**src/rtl/rect_flip_engine.sv**
```systemverilog
// Rectangle-flip engine: loads a ROWS x COLS bit matrix, XOR-flips the four
// corners of each legal rectangle command (one per cycle), then presents the result.
module rect_flip_engine #(
   parameter int ROWS = 4,
   parameter int COLS = 4,
   parameter int RW   = (ROWS > 2) ? $clog2(ROWS) : 1,
   parameter int CW   = (COLS > 2) ? $clog2(COLS) : 1,
   parameter int CNTW = 16
) (
   input  logic                 clk,
   input  logic                 rst,
   input  logic                 load_valid,
   output logic                 load_ready,
   input  logic [ROWS*COLS-1:0] load_data,
   input  logic                 cmd_valid,
   output logic                 cmd_ready,
   input  logic [RW-1:0]        cmd_r1,
   input  logic [RW-1:0]        cmd_r2,
   input  logic [CW-1:0]        cmd_c1,
   input  logic [CW-1:0]        cmd_c2,
   input  logic                 cmd_last,
   output logic                 out_valid,
   input  logic                 out_ready,
   output logic [ROWS*COLS-1:0] m_out,
   output logic [CNTW-1:0]      flip_count,
   output logic [1:0]           err
);

   localparam int N = ROWS * COLS;
   localparam logic [RW:0]    ROWS_L = (RW+1)'(ROWS);
   localparam logic [CW:0]    COLS_L = (CW+1)'(COLS);
   localparam logic [31:0]    COLS_U = 32'(COLS);
   localparam logic [N-1:0]   ONE    = {{(N-1){1'b0}}, 1'b1};
   localparam logic [CNTW-1:0] INC   = {{(CNTW-1){1'b0}}, 1'b1};

   typedef enum logic [1:0] {S_IDLE, S_RUN, S_DONE} state_t;

   state_t          r_state;
   logic [N-1:0]    r_m;
   logic [CNTW-1:0] r_cnt;
   logic [1:0]      r_err;
   logic            r_load_ready;
   logic            r_cmd_ready;
   logic            r_out_valid;

   logic            w_oor;
   logic            w_degen;
   logic [31:0]     w_i11, w_i12, w_i21, w_i22;
   logic [N-1:0]    w_mask;

   // Corner bits are ORed one-hot terms; out-of-range shifts fall off the top
   // but those commands are never applied anyway.
   always_comb begin
      w_oor   = ({1'b0, cmd_r1} >= ROWS_L) || ({1'b0, cmd_r2} >= ROWS_L) ||
                ({1'b0, cmd_c1} >= COLS_L) || ({1'b0, cmd_c2} >= COLS_L);
      w_degen = (cmd_r1 == cmd_r2) || (cmd_c1 == cmd_c2);
      w_i11   = 32'(cmd_r1) * COLS_U + 32'(cmd_c1);
      w_i12   = 32'(cmd_r1) * COLS_U + 32'(cmd_c2);
      w_i21   = 32'(cmd_r2) * COLS_U + 32'(cmd_c1);
      w_i22   = 32'(cmd_r2) * COLS_U + 32'(cmd_c2);
      w_mask  = (ONE << w_i11) | (ONE << w_i12) | (ONE << w_i21) | (ONE << w_i22);
   end

   always_ff @(posedge clk) begin
      if (rst) begin
         r_state      <= S_IDLE;
         r_m          <= '0;
         r_cnt        <= '0;
         r_err        <= '0;
         r_load_ready <= 1'b1;
         r_cmd_ready  <= 1'b0;
         r_out_valid  <= 1'b0;
      end else begin
         case (r_state)
            S_IDLE: if (load_valid) begin
               r_m          <= load_data;
               r_cnt        <= '0;
               r_err        <= '0;
               r_load_ready <= 1'b0;
               r_cmd_ready  <= 1'b1;
               r_state      <= S_RUN;
            end
            S_RUN: if (cmd_valid) begin
               if (w_oor || w_degen) begin
                  r_err <= r_err | {w_degen, w_oor};
               end else begin
                  r_m <= r_m ^ w_mask;
                  if (r_cnt != '1) r_cnt <= r_cnt + INC;
               end
               if (cmd_last) begin
                  r_cmd_ready <= 1'b0;
                  r_out_valid <= 1'b1;
                  r_state     <= S_DONE;
               end
            end
            S_DONE: if (out_ready) begin
               r_out_valid  <= 1'b0;
               r_load_ready <= 1'b1;
               r_state      <= S_IDLE;
            end
            default: begin
               r_state      <= S_IDLE;
               r_load_ready <= 1'b1;
               r_cmd_ready  <= 1'b0;
               r_out_valid  <= 1'b0;
            end
         endcase
      end
   end

   assign load_ready = r_load_ready;
   assign cmd_ready  = r_cmd_ready;
   assign out_valid  = r_out_valid;
   assign m_out      = r_m;
   assign flip_count = r_cnt;
   assign err        = r_err;

endmodule

```
**config.mk**
```make
export PLATFORM = sky130hd
export DESIGN_NAME = rect_flip_engine
export DESIGN_NICKNAME = d
export VERILOG_FILES = /design/src/rtl/rect_flip_engine.sv
export SDC_FILE = /design/constraint.sdc
export NUM_CORES = 1
export LEC_CHECK = 0
export ABC_AREA = 1
export CAP_MARGIN = 25
export CORE_ASPECT_RATIO = 0.5
export CORE_MARGIN = 5
export CORE_UTILIZATION = 37
export DETAILED_ROUTE_END_ITERATION = 10
export GPL_TIMING_DRIVEN = 0
export PLACE_DENSITY = 0.65
export SKIP_CTS_REPAIR_TIMING = 1
export SLEW_MARGIN = 20
export SYNTH_ARGS = -nofsm -noshare
export SYNTH_HDL_FRONTEND = slang
export SYNTH_SLANG_ARGS = --single-unit
```
**constraint.sdc**
```tcl
create_clock -name clk -period 1.7 [get_ports clk]
set_clock_uncertainty 0.15 [all_clocks]
set_input_delay 0.34 -clock clk [delete_from_list [all_inputs] [get_ports clk]]
set_output_delay 0.34 -clock clk [all_outputs]
set_load 0.05 [all_outputs]
```
==> results.md <==
- Clk pin slew, worst setup/hold paths: 0.05 ns
- Syn Area/Cell: 5.77 sq um
- Register area: 796 sq um
- Initial antenna violation count: 0
- Final max-slew violation count: 0
- Leakage power: 2.18 nW
- CP Data Arrival Time: 1.69 ns
- Syn nets: 500
- Worst Setup End Kind: flip-flop
- DRC: 0
- Seq cells post-synth: 38
- Post-route ant nets: 0
- Iteration-0 DRC Markers: 168
- Post-synth EDFFs: 0
- Top cells by count, synth: 154 x nand2_1, 72 x nand3_1, 71 x nor2_1, 38 x dfxtp_1, 35 x inv_1
- Core area: 7210 sq um
- Pwr Total: 0.00311 W
- Final period util: 0.994
- Routed vias/inst: 4.95
- Area of the multi-input gates: 1820 sq um
- Core Rows: 22
- Final core utilization: 0.553
- Clock latency on the worst-skew pair: 0.28 ns
- Peak supply drop: 365 uV
- Final HPWL DP: 5840 um
- Endpoints failing hold: 0
- CTS max path bufs: 2
- First-pass GRT wire length: 13400 um
- Final wirelength: 8260 um
- Area Growth Syn to Fin: 47.4%
- Maxcap violations: 0
- Number of global-route vias before repair: 2879
- Area contributors post-synth: dfxtp_1 28%, nand2_1 21%, nand3_1 13%, nor2_1 9.8%, a21oi_1 6.1%
- F_max: 0.592 GHz
- Root buf cell: clkbuf_16
- Syn Inst Count: 469
- CP Data Required Time: 1.70 ns
- Status: finished, final reports clean
- Slew Limit Headroom: 0.645
- Most frequent cell after synthesis: nand2_1
- Worst min path class: input pin to flip-flop
- Place WS: -0.612 ns
- Io pins: 67
- Ys flop type: dfxtp_1
- RSZ-0062 raised after global routing: yes
- GPL Wtd Cong: 0.881
- DRT Pass-1 Iters: 5
- PnR worst setup slack: 0.0106 ns
- TritonCTS clock tree: built
- Top-area cell type share of the netlist area: 0.281
- Leading area contributor after synthesis: dfxtp_1
- Num Clock Sinks: 38
- Synthesized area: 2710 sq um
- Grt ovf: 0
- Die Y: 70.5 um
- Async set-reset flop share out of synthesis: 0
- Crit path kind: flip-flop to flip-flop
- Antenna diodes: 0
- H-Tree Depth: 2
- Share of layout cells above drive strength 1: 0.164
- Register area share after synthesis: 0.281
- Max Fanout on Critical Path: 5
- Fill cells: 709
- Minimum clock period: 1.69 ns
- Slew @ Worst Pin: 0.532 ns
- Worst Setup Start Kind: flip-flop
- Die W: 131 um
- Power density over the cells: 779 nW/um^2
- Total vias in the final route: 3195
- Die ar.: 9230 sq um
- All-Layer GR Usage: 0.176
- Cts bufs inserted: 5
- Starting density of the core: 0.375
- Layout net count: 580
- IO buf count: 60
- Pin count of the biggest net entering global routing: 12
- Synth cell types: 32
- WL/cell: 12.8 um
- YS warnings: 0
- Final setup fails: 0
[state kept, by name, indices dropped and copies added (netlist names)]
| register | cells |
|---|---|
| flip_count | 16 |
| m_out | 16 |
| r_state | 2 |
| cmd_ready | 1 |
| err | 1 |
| load_ready | 1 |
| out_valid | 1 |
[worst max-delay path, cell delays in order, from the launching register on]
cell and delay, ns:
dfxtp_4 0.37, ha_4 0.16, nand2_4 0.08, nor3_4 0.22, nand2_1 0.10, nor2_2 0.17
nor2_4 0.07, buf_6 0.13, nand2_1 0.07, a21oi_2 0.05
[layout by cell type, fill, tap and decap left out, types with 2 or more instances in the layout]
| master | synthesis | final |
|---|---|---|
| nand2_1 | 154 | 144 |
| nand3_1 | 72 | 71 |
| nor2_1 | 71 | 65 |
| dlymetal6s2s_1 | 0 | 42 |
| inv_1 | 35 | 35 |
| a21oi_1 | 33 | 32 |
| dfxtp_1 | 38 | 20 |
| clkdlybuf4s50_1 | 0 | 18 |
| buf_4 | 5 | 17 |
| dfxtp_2 | 0 | 13 |
| nand4_1 | 11 | 11 |
| nand2_2 | 3 | 10 |
| clkbuf_16 | 0 | 6 |
| nor2_2 | 2 | 5 |
| clkbuf_1 | 8 | 5 |
| a21oi_2 | 4 | 5 |
| dfxtp_4 | 0 | 5 |
| nor2_4 | 1 | 4 |
| nand2_4 | 0 | 3 |
| o21bai_1 | 3 | 3 |
| xor2_1 | 3 | 3 |
| clkbuf_4 | 0 | 2 |
| buf_2 | 5 | 2 |
| xnor2_1 | 2 | 2 |
| inv_4 | 2 | 2 |
| clkbuf_2 | 0 | 2 |
| nor3_4 | 0 | 2 |
| buf_6 | 1 | 2 |
| nand3_4 | 0 | 2 |
| buf_8 | 0 | 2 |
| o21ai_0 | 2 | 2 |
[cell type report]
cell class	count	share of cell area
multi-input combinational	374	0.456
timing repair buffer	73	0.207
sequential	38	0.199
inverter	38	0.0370
clock buffer	7	0.0357
buffer	19	0.0342
tap	96	0.0301
clock inverter	1	0.00125
[per-layer routing]
metal	share of wire	wire length, um	GRT usage	vias up
met5	0	0	0	-
met4	0.010	84	0.0376	0
met3	0.052	427	0.0390	10
met2	0.46	3800	0.279	78
met1	0.48	3950	0.245	1436
li1	-	-	-	1671
[stage by stage]
step	area (sq um)	TNS [ns]	hold WS, ns	cells
6_report	3990	0	0.263	646
5_1_grt	3990	-0.521	0.296	646
4_1_cts	3640	-18.29	0.315	633
3_5_place_dp	3490	-17.52	0.311	625
3_3_place_gp	3490	-17.60	0.312	625
2_1_floorplan	2770	0	0.367	469
[kinds of logic (layout without fill, tap and decap cells)]
kind of cell | after synthesis | count (layout) | share of synthesized area
buffers and inverters | 57 | 138 | 0.0929
other | 1 | 1 | 0.00139
xor gates and xnor gates | 5 | 5 | 0.0162
AOI/OAI and AO/OA | 46 | 46 | 0.0976
DFF | 38 | 38 | 0.281
and+or+nand+nor | 321 | 321 | 0.506
adders and majority gates | 1 | 1 | 0.00462
[power breakdown]
group          switching, W  total, W  internal, W
clock network      0.000372  0.000953     0.000582
registers         0.0000683   0.00103     0.000958
logic              0.000695   0.00113     0.000434
[worst paths after layout]
| kind | startpoint | end | slack, ns | cells past startpoint |
|---|---|---|---|---|
| min reg2reg | cmd_ready | cmd_ready | 0.32 | 2 |
| max | flip_count[0] | flip_count[14] | 0.01 | 9 |
| max reg2reg | flip_count[0] | flip_count[14] | 0.01 | 9 |
| min | load_valid | r_state[0] | 0.26 | 3 |
Note: power is estimated with default switching activity, not from simulation.
